===== config.mk =====
export PLATFORM = sky130hd
export DESIGN_NAME = nfc_bus_arbiter_flat
export DESIGN_NICKNAME = d
export VERILOG_FILES = /design/src/rtl/nfc_bus_arbiter_if.sv /design/src/rtl/nfc_bus_arbiter.sv /design/src/flat_wrapper.sv
export SDC_FILE = /design/constraint.sdc
export NUM_CORES = 1
export LEC_CHECK = 0
export ABC_AREA = 0
export CORE_ASPECT_RATIO = 0.75
export CORE_MARGIN = 8
export CORE_UTILIZATION = 44
export DETAILED_ROUTE_END_ITERATION = 16
export GPL_TIMING_DRIVEN = 0
export PLACE_DENSITY_LB_ADDON = 0.05
export SLEW_MARGIN = 20
export SYNTH_ARGS = -nofsm -noshare
export SYNTH_HDL_FRONTEND = slang
export SYNTH_SLANG_ARGS = --single-unit
export TNS_END_PERCENT = 1

===== constraint.sdc =====
create_clock -name clk -period 1.8 [get_ports clk]
set_input_delay 0.18 -clock clk [delete_from_list [all_inputs] [get_ports clk]]
set_output_delay 0.18 -clock clk [all_outputs]
set_load 0.1 [all_outputs]

===== src/rtl/nfc_bus_arbiter_if.sv =====
// ---------------------------------------------------------------------------
// nfc_bus_arbiter_if
// Command bus between the arbiter and the MFRC522 register interface.
//   master : the arbiter. It drives cmd_valid/cmd_write/cmd_addr/cmd_wdata
//            and receives cmd_ready/cmd_rdata/cmd_done.
//   slave  : the MFRC522 interface. Its directions are the reverse.
// ---------------------------------------------------------------------------
interface nfc_bus_arbiter_if;
    logic       cmd_valid;
    logic       cmd_ready;
    logic       cmd_write;
    logic [5:0] cmd_addr;
    logic [7:0] cmd_wdata;
    logic [7:0] cmd_rdata;
    logic       cmd_done;

    modport master (
        output cmd_valid, cmd_write, cmd_addr, cmd_wdata,
        input  cmd_ready, cmd_rdata, cmd_done
    );

    modport slave (
        input  cmd_valid, cmd_write, cmd_addr, cmd_wdata,
        output cmd_ready, cmd_rdata, cmd_done
    );
endinterface


===== src/rtl/nfc_bus_arbiter.sv =====
// ---------------------------------------------------------------------------
// nfc_bus_arbiter
// Shares a single MFRC522 register interface between two requesters.
// Requester 0 is the card detector and requester 1 is the auth controller.
// Each requester has a one-entry holding register. Ties are broken
// round-robin. One command is outstanding on the NFC bus at a time.
//
// Ports
//   clk, rst_n                     clock and asynchronous active-low reset
//   reqN_cmd_valid/ready           command handshake, N = 0,1
//   reqN_cmd_write/addr/wdata      command fields, sampled with valid
//   reqN_cmd_rdata/done/error      completion (rdata held until next done)
//   nfc                            command bus to the MFRC522 (master modport)
//   busy                           FSM is not idle
//   grant_id                       requester currently or most recently granted
//   timeout_error                  sticky flag, set on any timeout
//
// Configuration
//   NFC_ARB_TIMEOUT_EN : when defined, ST_WAIT_DONE gives up after
//   TIMEOUT_CYCLES cycles and completes the command with error=1.
//   When undefined, ST_WAIT_DONE waits forever and the error outputs are 0.
// ---------------------------------------------------------------------------
module nfc_bus_arbiter #(
    parameter int TIMEOUT_CYCLES = 1024
) (
    input  logic        clk,
    input  logic        rst_n,
    input  logic        req0_cmd_valid,
    output logic        req0_cmd_ready,
    input  logic        req0_cmd_write,
    input  logic [5:0]  req0_cmd_addr,
    input  logic [7:0]  req0_cmd_wdata,
    output logic [7:0]  req0_cmd_rdata,
    output logic        req0_cmd_done,
    output logic        req0_cmd_error,
    input  logic        req1_cmd_valid,
    output logic        req1_cmd_ready,
    input  logic        req1_cmd_write,
    input  logic [5:0]  req1_cmd_addr,
    input  logic [7:0]  req1_cmd_wdata,
    output logic [7:0]  req1_cmd_rdata,
    output logic        req1_cmd_done,
    output logic        req1_cmd_error,
    nfc_bus_arbiter_if.master nfc,
    output logic        busy,
    output logic        grant_id,
    output logic        timeout_error
);

    localparam logic [1:0] ST_IDLE      = 2'd0;
    localparam logic [1:0] ST_ISSUE     = 2'd1;
    localparam logic [1:0] ST_WAIT_DONE = 2'd2;

    logic [1:0] state;
    logic [1:0] pend;
    logic [1:0] accept;
    logic [1:0] in_valid;
    logic [1:0] in_write;
    logic [5:0] in_addr [2];
    logic [7:0] in_wdata [2];

    logic [1:0] h_write;
    logic [5:0] h_addr [2];
    logic [7:0] h_wdata [2];

    logic [1:0] done_q;
    logic [7:0] rdata_q [2];
    logic       next_grant;
    logic       issuing;
    logic       timeout_hit;
    logic       finish;

    assign in_valid    = {req1_cmd_valid, req0_cmd_valid};
    assign in_write    = {req1_cmd_write, req0_cmd_write};
    assign in_addr[0]  = req0_cmd_addr;
    assign in_addr[1]  = req1_cmd_addr;
    assign in_wdata[0] = req0_cmd_wdata;
    assign in_wdata[1] = req1_cmd_wdata;

    assign req0_cmd_ready = !pend[0];
    assign req1_cmd_ready = !pend[1];
    // A valid pulse while the slot is occupied is dropped, not queued.
    assign accept = in_valid & ~pend;

    // On a tie, serve the requester that was not granted last time.
    // Otherwise serve whichever requester is pending.
    assign next_grant = (pend == 2'b11) ? !grant_id : pend[1];

    // The command is finished either by the NFC done pulse or by a timeout.
    // If both happen in the same cycle, done has priority.
    assign finish = (state == ST_WAIT_DONE) && (nfc.cmd_done || timeout_hit);

    // ---------------- holding registers ----------------
    // NOTE: the holding registers are reset along with pend. This keeps the
    // nfc_cmd_* fields at a known 0 after reset, although pend alone
    // already qualifies them.
    always_ff @(posedge clk or negedge rst_n) begin
        if (!rst_n) begin
            pend    <= 2'b00;
            h_write <= 2'b00;
            for (int i = 0; i < 2; i++) begin
                h_addr[i]  <= '0;
                h_wdata[i] <= '0;
            end
        end else begin
            for (int i = 0; i < 2; i++) begin
                if (accept[i]) begin
                    pend[i]    <= 1'b1;
                    h_write[i] <= in_write[i];
                    h_addr[i]  <= in_addr[i];
                    h_wdata[i] <= in_wdata[i];
                end else if (finish && (grant_id == 1'(i))) begin
                    pend[i] <= 1'b0;
                end
            end
        end
    end

    // ---------------- grant FSM ----------------
    // NOTE: state registers use non-blocking assignments. Every always_ff
    // then sees the values from before the edge, whatever order the blocks
    // run in.
    always_ff @(posedge clk or negedge rst_n) begin
        if (!rst_n) begin
            state    <= ST_IDLE;
            grant_id <= 1'b1;        // requester 0 wins the first tie
        end else begin
            case (state)
                ST_IDLE: begin
                    if (pend != 2'b00) begin
                        grant_id <= next_grant;
                        state    <= ST_ISSUE;
                    end
                end
                ST_ISSUE: begin
                    if (nfc.cmd_ready) state <= ST_WAIT_DONE;
                end
                ST_WAIT_DONE: begin
                    if (finish) state <= ST_IDLE;
                end
                default: state <= ST_IDLE;
            endcase
        end
    end

    // ---------------- completion ----------------
    always_ff @(posedge clk or negedge rst_n) begin
        if (!rst_n) begin
            done_q     <= 2'b00;
            rdata_q[0] <= '0;
            rdata_q[1] <= '0;
        end else begin
            done_q <= 2'b00;
            if (finish) begin
                done_q[grant_id]  <= 1'b1;
                rdata_q[grant_id] <= nfc.cmd_done ? nfc.cmd_rdata : 8'h00;
            end
        end
    end

    assign req0_cmd_done  = done_q[0];
    assign req1_cmd_done  = done_q[1];
    assign req0_cmd_rdata = rdata_q[0];
    assign req1_cmd_rdata = rdata_q[1];

`ifdef NFC_ARB_TIMEOUT_EN
    logic [15:0] wait_cnt;
    logic [1:0]  error_q;
    logic        timeout_q;

    assign timeout_hit = (state == ST_WAIT_DONE) &&
                         (wait_cnt == 16'(TIMEOUT_CYCLES - 1));

    // wait_cnt is 0 in the first cycle of ST_WAIT_DONE. A timeout is
    // therefore declared in the TIMEOUT_CYCLES-th cycle spent waiting.
    always_ff @(posedge clk or negedge rst_n) begin
        if (!rst_n) begin
            wait_cnt  <= '0;
            error_q   <= 2'b00;
            timeout_q <= 1'b0;
        end else begin
            if (state == ST_ISSUE && nfc.cmd_ready) wait_cnt <= '0;
            else if (state == ST_WAIT_DONE)         wait_cnt <= wait_cnt + 16'd1;

            error_q <= 2'b00;
            if (timeout_hit && !nfc.cmd_done) begin
                error_q[grant_id] <= 1'b1;
                timeout_q         <= 1'b1;
            end
        end
    end

    assign req0_cmd_error = error_q[0];
    assign req1_cmd_error = error_q[1];
    assign timeout_error  = timeout_q;
`else
    // TIMEOUT_CYCLES has no effect in this build. It is sunk here only so
    // that the parameter does not dangle.
    logic [31:0] unused_timeout_cycles;
    assign unused_timeout_cycles = 32'(TIMEOUT_CYCLES);

    assign timeout_hit    = 1'b0;
    assign req0_cmd_error = 1'b0;
    assign req1_cmd_error = 1'b0;
    assign timeout_error  = 1'b0;
`endif

    // ---------------- NFC bus drive ----------------
    // The command fields are forced to 0 outside ST_ISSUE. The bus then
    // only carries the granted command while valid is high.
    assign issuing       = (state == ST_ISSUE);
    assign nfc.cmd_valid = issuing;
    assign nfc.cmd_write = issuing & h_write[grant_id];
    assign nfc.cmd_addr  = issuing ? h_addr[grant_id]  : 6'h00;
    assign nfc.cmd_wdata = issuing ? h_wdata[grant_id] : 8'h00;

    assign busy = (state != ST_IDLE);

endmodule

===== src/flat_wrapper.sv =====
// flat-port wrapper written by rule: the top's interface ports become plain ports
module nfc_bus_arbiter_flat 
#(
    parameter int TIMEOUT_CYCLES = 1024
)
  (clk, rst_n, req0_cmd_valid, req0_cmd_ready, req0_cmd_write, req0_cmd_addr, req0_cmd_wdata, req0_cmd_rdata, req0_cmd_done, req0_cmd_error, req1_cmd_valid, req1_cmd_ready, req1_cmd_write, req1_cmd_addr, req1_cmd_wdata, req1_cmd_rdata, req1_cmd_done, req1_cmd_error, busy, grant_id, timeout_error, nfc_cmd_valid, nfc_cmd_write, nfc_cmd_addr, nfc_cmd_wdata, nfc_cmd_ready, nfc_cmd_rdata, nfc_cmd_done);
  nfc_bus_arbiter_if nfc_i ();
  input  logic clk;
  input  logic rst_n;
  input  logic req0_cmd_valid;
  output logic req0_cmd_ready;
  input  logic req0_cmd_write;
  input  logic [5:0] req0_cmd_addr;
  input  logic [7:0] req0_cmd_wdata;
  output logic [7:0] req0_cmd_rdata;
  output logic req0_cmd_done;
  output logic req0_cmd_error;
  input  logic req1_cmd_valid;
  output logic req1_cmd_ready;
  input  logic req1_cmd_write;
  input  logic [5:0] req1_cmd_addr;
  input  logic [7:0] req1_cmd_wdata;
  output logic [7:0] req1_cmd_rdata;
  output logic req1_cmd_done;
  output logic req1_cmd_error;
  output logic busy;
  output logic grant_id;
  output logic timeout_error;
  output wire logic [$bits(nfc_i.cmd_valid)-1:0] nfc_cmd_valid;
  output wire logic [$bits(nfc_i.cmd_write)-1:0] nfc_cmd_write;
  output wire logic [$bits(nfc_i.cmd_addr)-1:0] nfc_cmd_addr;
  output wire logic [$bits(nfc_i.cmd_wdata)-1:0] nfc_cmd_wdata;
  input wire logic [$bits(nfc_i.cmd_ready)-1:0] nfc_cmd_ready;
  input wire logic [$bits(nfc_i.cmd_rdata)-1:0] nfc_cmd_rdata;
  input wire logic [$bits(nfc_i.cmd_done)-1:0] nfc_cmd_done;
  assign nfc_cmd_valid = nfc_i.cmd_valid;
  assign nfc_cmd_write = nfc_i.cmd_write;
  assign nfc_cmd_addr = nfc_i.cmd_addr;
  assign nfc_cmd_wdata = nfc_i.cmd_wdata;
  assign nfc_i.cmd_ready = nfc_cmd_ready;
  assign nfc_i.cmd_rdata = nfc_cmd_rdata;
  assign nfc_i.cmd_done = nfc_cmd_done;
  nfc_bus_arbiter #(.TIMEOUT_CYCLES(TIMEOUT_CYCLES)) u_core (.clk(clk), .rst_n(rst_n), .req0_cmd_valid(req0_cmd_valid), .req0_cmd_ready(req0_cmd_ready), .req0_cmd_write(req0_cmd_write), .req0_cmd_addr(req0_cmd_addr), .req0_cmd_wdata(req0_cmd_wdata), .req0_cmd_rdata(req0_cmd_rdata), .req0_cmd_done(req0_cmd_done), .req0_cmd_error(req0_cmd_error), .req1_cmd_valid(req1_cmd_valid), .req1_cmd_ready(req1_cmd_ready), .req1_cmd_write(req1_cmd_write), .req1_cmd_addr(req1_cmd_addr), .req1_cmd_wdata(req1_cmd_wdata), .req1_cmd_rdata(req1_cmd_rdata), .req1_cmd_done(req1_cmd_done), .req1_cmd_error(req1_cmd_error), .nfc(nfc_i), .busy(busy), .grant_id(grant_id), .timeout_error(timeout_error));
endmodule

After elaboration in Yosys (flattened, before gate mapping)
Cells that the tools add are included.
Word-level totals
  word-level logic and storage cells: 69
  input port bits: 44
  register bits after elaboration: 53
Cells by class
  mux-type cells: 26
  bitwise operators: 5
  magnitude comparators: 4
  reductions and logical operators: 15
  eq/ne operators: 6
Operators with widths (number)
  8-bit 2-to-1 mux: 6
  6-bit 2-to-1 mux: 4
  16-bit bitwise mux: 1
  8-bit demux with 1-bit select: 1
  1-bit 2-to-1 mux: 8
  2-bit 2-to-1 mux: 4
  2-bit nonzero test: 4
  2-bit case mux with 3 select lines: 1
  1-bit logical AND: 5
  2-bit equality test, second input constant: 2
  2-bit by 1-bit inequality test with 1-bit output, second input constant: 2
  1-bit logical NOT: 3
  3-bit AND reduction: 1
  2-bit AND: 1
  2-bit by 1-bit equality test with 1-bit output, second input constant: 1
  2-bit >= comparator, second input constant: 1
  2-bit logical NOT: 1
  1-bit by 2-bit less-than comparator with 1-bit output, second input constant: 1
  2-bit by 1-bit less-than comparator with 1-bit output, second input constant: 1
  2-bit inequality test, second input constant: 1
  1-bit inverter with 2-bit output: 1
  2-bit inverter: 1
  2-bit AND reduction: 1
  1-bit AND: 1
  3 further kinds: 3

Depth between registers and ports, before layout
Gate-level depths: netlist (run 1).
  word-level depth: 6
  mapped depth: 4
  mapped depth without buffers: 2

Worst setup path after synthesis (run 1)
No wires, ideal clock.
  kind: register -> output
  from: reg u_core.grant_id
  to: out nfc_cmd_addr[1]
  stages on the path, launching flop included: 5
  setup slack: -1078 ps
  data arrival time: 2698 ps
  required time: 1620 ps
  path buffers: 2
  cell sequence: dfstp_2 buf_6 buf_2 mux2i_1 nor2_1
On the way
  longest elaborated chain between the ends: 5
RTL lines
  from (decl): line nfc_bus_arbiter.sv:46  | output logic grant_id,
  from (signal assigned): line nfc_bus_arbiter.sv:131  | grant_id <= next_grant;
  1-bit inverter with 2-bit output (implied by the code): line nfc_bus_arbiter.sv:214  | assign nfc.cmd_addr = issuing ? h_addr[grant_id] : 6'h00;
  6-bit 2-to-1 mux (implied by the code) (3 in series): line nfc_bus_arbiter.sv:214
  6-bit 2-to-1 mux: line nfc_bus_arbiter.sv:214
  to (decl): line flat_wrapper.sv:31  | output wire logic [$bits(nfc_i.cmd_addr)-1:0] nfc_cmd_addr;
No other way between the ends. The select of a mux whose other input is x is not followed.

Final worst setup path (run 1)
  from: reg u_core.grant_id
  to: out nfc_cmd_wdata[3]
On the way
  longest elaborated chain between the ends: 5
RTL lines
  1-bit inverter with 2-bit output (implied by the code): line nfc_bus_arbiter.sv:215  | assign nfc.cmd_wdata = issuing ? h_wdata[grant_id] : 8'h00;
  8-bit 2-to-1 mux (implied by the code) (3 in series): line nfc_bus_arbiter.sv:215
  8-bit 2-to-1 mux: line nfc_bus_arbiter.sv:215
  to (decl): line flat_wrapper.sv:32  | output wire logic [$bits(nfc_i.cmd_wdata)-1:0] nfc_cmd_wdata;
No other way between the ends. The select of a mux whose other input is x is not followed.

==> flow_summary.toml, run 1 <==
[synthesis]
yosys-top-cells-count = "dfrtp_1 (52), mux2_1 (38), mux2i_1 (15), nor2_1 (15), mux2_4 (8)"
synth_area_mm2 = 0.002318
synth_edf_count = 0
synth_xor_area_frac = 0
ys_seq_area_frac = 0.5726
synth_top_area_frac = 0.5613
yosysWarnings = 0
synthArstFlopShare = 1.000
muxShareOfSynthArea = 0.3011
yosysMostFrequentCell = "dfrtp_1"
synthCells = 163
synth_compound_area_frac = 0.01511
yosysTopAreaCell = "dfrtp_1"
synth_area_per_cell_um2 = 14.22
synth_top_family_by_area = "multiplexers"
synth_fa_ha_area_frac = 0
yosys.area_share.simple = 0.06152
synth_cell_type_count = 23
ys_dominant_reg_cell = "dfrtp_1"
synth_area_leaders = "dfrtp_1 (56%), mux2_1 (18%), mux2i_1 (6.5%), mux2_4 (5.2%), nor2_1 (2.4%)"
ys_seq_elements = 53

[cts]
cts_buffers = 5
clkTransAtPathRegs_ns = 0.09
cts_root_buf = "clkbuf_8"
clkSinkCount = 53
htreeDepth = 2
clkLatencyLatePin_ns = 0.30
cts_tree = "built"
cts_buffer_depth = 2

[critical_path]
critPathSlowestCell = "dfstp_4"
path_cells = "buf_12 > buf_12 > buf_12 > mux2i_4 > nor2_4 > buf_12"
r2r_slack_ns = 0.01
critPathTopFamily = "flip-flops"
worst_setup_path_start_kind = "flop"
worstSetupPathType = "flop to output port"
required_ns = 1.62
arrival_ns = 1.79
crit_fanout = 6
cp_num_buf_inv = 4
end_kind = "output port"
cpPeakStageDelay_ns = 0.65
timing.critical_path.mode_cell = "buf_12"

[placed_design]
numPortBuffers = 81
place.gp.congestion = 0.7352
numPlacedInstances = 321
dp_hpwl_um = 4024
dp_slack_ns = -0.8226

[sta]
worst_clock_skew_ns = 0.005754
whs_ns = 0.4589
finalCriticalPeriod_ns = 1.971
setup_viol = 14
max_freq_mhz = 507.3
relSlewSlack = 0.3479
final_hold_viol_count = 0
drv_slew = 0
tightest_slew_ns = 0.9821
fin_crit_sh = 1.095
rsz0062_at_grt = "yes"
setup_slack_ns = -0.1710

[floorplanning]
die_w_um = 99.82
die_area_mm2 = 0.007872
ios = 85
core_area_mm2 = 0.005209
die-height_um = 78.87
start_util = 0.4451
num_rows = 23

[detailed_routing]
met2_length_um = 2877
detail-route-antenna-nets = 0
vias = 1602
wl_per_cell_um = 16.66
wl_met3_um = 300
top_layer_used = "met4"
wirelength_um = 5665
wl_met1_um = 2439
vias_per_cell = 4.712
drt_iter0_drc = 27
post-route-drc-count = 0
first_pass_iters = 2

[finish]
diodes = 0
fin_nets = 308
drive_gt1_frac = 0.3283
final_cells = 340
syn2layout_area_growth_pct = 63.41

[global_routing]
antenna_found_initial = 0
grt_pass1_wl_um = 9356
grt_pass1_vias = 1788
grt_use_total = 0.1537
grt_max_degree = 54
grt-ovfl-total = 0

[run_status]
outcome = "finished, violations left"
violations = "setup timing"

[hold_path]
hp-class = "input pin to asynchronous set/reset pin"

[flow_run]
drv_cap = 0
-- sequential cells by signal, indices dropped and copies added, names as in the netlist --
name / cells
u_core.h_wdata: 16
u_core.h_addr: 12
u_core.req0_cmd_rdata: 8
u_core.req1_cmd_rdata: 8
u_core.done_q: 2
u_core.h_write: 2
u_core.pend: 2
u_core.state: 2
u_core.grant_id: 1
-- per-layer routing --
metal / global-route usage / vias up
li1: - / 754
met1: 0.1857 / 803
met2: 0.2605 / 41
met3: 0.04541 / 4
met4: 0.04518 / 0
met5: 0 / -
-- cells in the final DEF (no fill, tap or decap), drive strengths merged --
cell type,netlist,final
dfrtp,52,52
dlygate4sd3,0,1
clkdlybuf4s15,0,3
mux2,46,46
mux2i,15,15
nor3b,1,1
bufbuf,0,1
clkbuf,0,9
nor2,15,15
a21o,1,1
o22ai,2,2
clkdlybuf4s50,0,42
dlygate4sd2,0,18
a211oi,1,1
nor3,1,1
nor2b,2,2
buf,12,38
nand2b,3,3
inv,6,6
nand4b,1,1
dfstp,1,1
conb,1,3
o21bai,1,1
and4bb,1,1
or2,1,1
-- layout make-up --
| type | instances | area, um^2 |
|---|---|---|
| fill | 355 | 1420 |
| sequential | 53 | 1333 |
| multi-input combinational | 94 | 1091 |
| timing repair buffer | 92 | 1044 |
| buffer | 12 | 125.1 |
| tap | 75 | 93.84 |
| clock buffer | 8 | 80.08 |
| inverter | 6 | 22.52 |
-- worst register-to-register path: cells and delay by family, from the launching register on --
kind          cells  cell delay [ns]
flops             1             0.65
simple gates      1             0.19
buf+inv           3             0.54
mux               1             0.30
-- worst paths after layout --
| path | startpoint | endpoint | cells past startpoint |
|---|---|---|---|
| worst min-delay path | rst_n | u_core.req1_cmd_rdata[0] | 2 |
| worst max-delay path | u_core.grant_id | nfc_cmd_wdata[3] | 6 |
| max in group asynchronous | rst_n | u_core.state[1] | 2 |
| min in group clk | req1_cmd_wdata[1] | u_core.h_wdata[1] | 2 |
| worst min register to register | u_core.req1_cmd_rdata[4] | u_core.req1_cmd_rdata[4] | 1 |
| worst max register to register | u_core.grant_id | u_core.req0_cmd_rdata[4] | 5 |
-- metrics by stage --
stage | util | TNS [ns] | area (um^2)
after floorplan | - | -2.607 | 2420
after global placement | 0.6382 | -66.62 | 3324
after detailed placement | 0.6378 | -11.21 | 3322
after CTS | 0.7084 | -1.696 | 3690
after global routing | 0.7274 | -2.457 | 3789
final | 0.7274 | -1.349 | 3789
-- cells by family (layout without fill, tap and decap cells) --
kind of cell           count (synthesis)  in the layout
buffers and inverters                 18            118
other                                  1              3
DFF                                   53             53
AOI/OAI and AO/OA                      5              5
muxes                                 61             61
and+or+nand+nor                       25             25
-- repair_timing --
item | 4_1_cts | 5_1_grt
hold endpoints to repair | 52 | 0
endpoints found under the setup margin | 38 | 29
buffers inserted | 3 | 6
resized for setup | 184 | 14
cloned | 1 | 0
hold buffers | 1 | 0
Power of run 1 is left out: the tool's default activity adds up to more than one toggle a clock period on the data nets, which glitch-free logic cannot reach.
==> run 2: changes to the inputs <==
CORE_MARGIN = 2   (was 8)
CTS_CLUSTER_DIAMETER = 80   (was not set)
CTS_CLUSTER_SIZE = 16   (was not set)
==> run 2 against run 1 <==
  * Count of clock-buffer cells in the layout is the same
  * Sequential share of layout area is essentially flat
  * Critical endpoint unchanged
  * Worst hold slack gained 0.012 ns
  * Non-clock buffer count is the same
  * Clock skew is essentially flat
  * The run still ends with setup timing left
  * Via count is essentially flat
  * Worst setup slack gained 0.035 ns
==> flow_summary.toml, run 2 (synthesis gave the netlist of run 1 again) <==
[floorplanning]
num_rows = 22
ios = 85
start_util = 0.4653
die-height_um = 66.87
die_area_mm2 = 0.005872
core_area_mm2 = 0.004982
die_w_um = 87.82

[finish]
final_cells = 337
reg.largest.list = "u_core.h_wdata: 16 flops, u_core.h_addr: 12 flops"
largest_reg_flops = 16
final_util = 0.7609
drive_gt1_frac = 0.3245
largest-register = "u_core.h_wdata"
fin_nets = 308
syn2layout_area_growth_pct = 63.52
diodes = 0
layout_common_cells = "dfrtp_1 (51), clkdlybuf4s50_1 (42), mux2_1 (38)"
layout_commonest_cell = "dfrtp_1"

[global_routing]
grt_pass1_wl_um = 8031
antenna_found_initial = 0
grt_pass1_vias = 1538
grt-ovfl-total = 0
grt_max_degree = 54
grt_use_total = 0.1848

[detailed_routing]
post-route-drc-count = 0
vias = 1601
wirelength_um = 5126
vias_per_cell = 4.751
drt_iter0_drc = 37
wl_per_cell_um = 15.21
first_pass_iters = 4
detail-route-antenna-nets = 0

[run_status]
violations = "setup timing"
outcome = "finished, violations left"

[hold_path]
hp-class = "input pin to asynchronous set/reset pin"

[critical_path]
arrival_ns = 1.76
worstSetupPathType = "flop to output port"
crit_fanout = 5
end_kind = "output port"
worst_setup_path_start_kind = "flop"
required_ns = 1.62

[cts]
cts_buffer_depth = 2
htreeDepth = 2
cts_buffers = 5
clkSinkCount = 53
clkLatencyLatePin_ns = 0.29
cts_tree = "built"
cts_root_buf = "clkbuf_8"
clkTransAtPathRegs_ns = 0.08

[sta]
finalCriticalPeriod_ns = 1.936
final_hold_viol_count = 0
drv_slew = 0
tightest_slew_ns = 0.9676
worst_clock_skew_ns = 0.005845
tns_ns = -1.166
fin_crit_sh = 1.075
max_freq_mhz = 516.6
relSlewSlack = 0.3575
setup_viol = 12
setup_slack_ns = -0.1358
rsz0062_at_grt = "yes"

[placed_design]
dp_hpwl_um = 3418
dp_slack_ns = -0.8073
place.gp.congestion = 0.7224
numPlacedInstances = 318
numPortBuffers = 81

[flow_run]
drv_cap = 0
-- run 2: changes by cell type in the layout (fill, tap and decap cells not counted) --
cell	before	now
buf_8	3	2
mux2i_2	1	0
clkbuf_2	1	0
mux2i_4	9	10
bufbuf_16	1	0
clkdlybuf4s15_1	0	1
buf_12	15	17
-- run 2: layout make-up --
type,instances,area (um^2)
clock buffers,8,80.08
well taps,72,90.09
plain buffers,12,125.1
fillers,343,1191
repair buffers,92,1041
inverters,6,22.52
multi-input cells,94,1100
flip-flops and latches,53,1333
-- run 2: routing by layer --
metal	part of all wire	GRT usage
met2	0.48	0.2917
met4	0.0025	0.02885
met1	0.47	0.2622
met5	0	0
met3	0.051	0.04833
-- run 2: path summary, 6_finish.rpt --
check	startpoint	to	slack, ns	cells past startpoint
max in group asynchronous	rst_n	u_core.state[1]	0.86	2
setup / recovery	u_core.grant_id	nfc_cmd_wdata[3]	-0.14	6
hold reg to reg	u_core.h_addr[11]	u_core.h_addr[11]	0.49	1
min in group clk	req0_cmd_addr[0]	u_core.h_addr[6]	0.47	2
setup reg to reg	u_core.grant_id	u_core.req0_cmd_rdata[4]	0.18	5
hold / removal	rst_n	u_core.req1_cmd_rdata[1]	0.47	2
-- run 2: stage by stage --
step                      hold slack [ns]  area [um^2]
final                              0.4707         3791
after global routing               0.4684         3791
after CTS                          0.4678         3657
after detailed placement           0.2564         3318
after global placement             0.4679         3321
after floorplan                   -0.1156         2420
-- run 2: repair_timing --
item,CTS,global route
setup endpoints to repair,38,15
gates resized for setup,183,16
pin swaps,1,0
hold buffers,1,0
buffers inserted,5,5
endpoints found under the hold margin,52,0
-- run 2: critical path, cell delays in order, from the launching register on --
cell and delay (ns):
dfstp_4 0.64, buf_12 0.11, buf_12 0.12, buf_12 0.14, mux2i_4 0.24, nor2_4 0.05, buf_12 0.16
Power of run 2 is left out for the same reason.
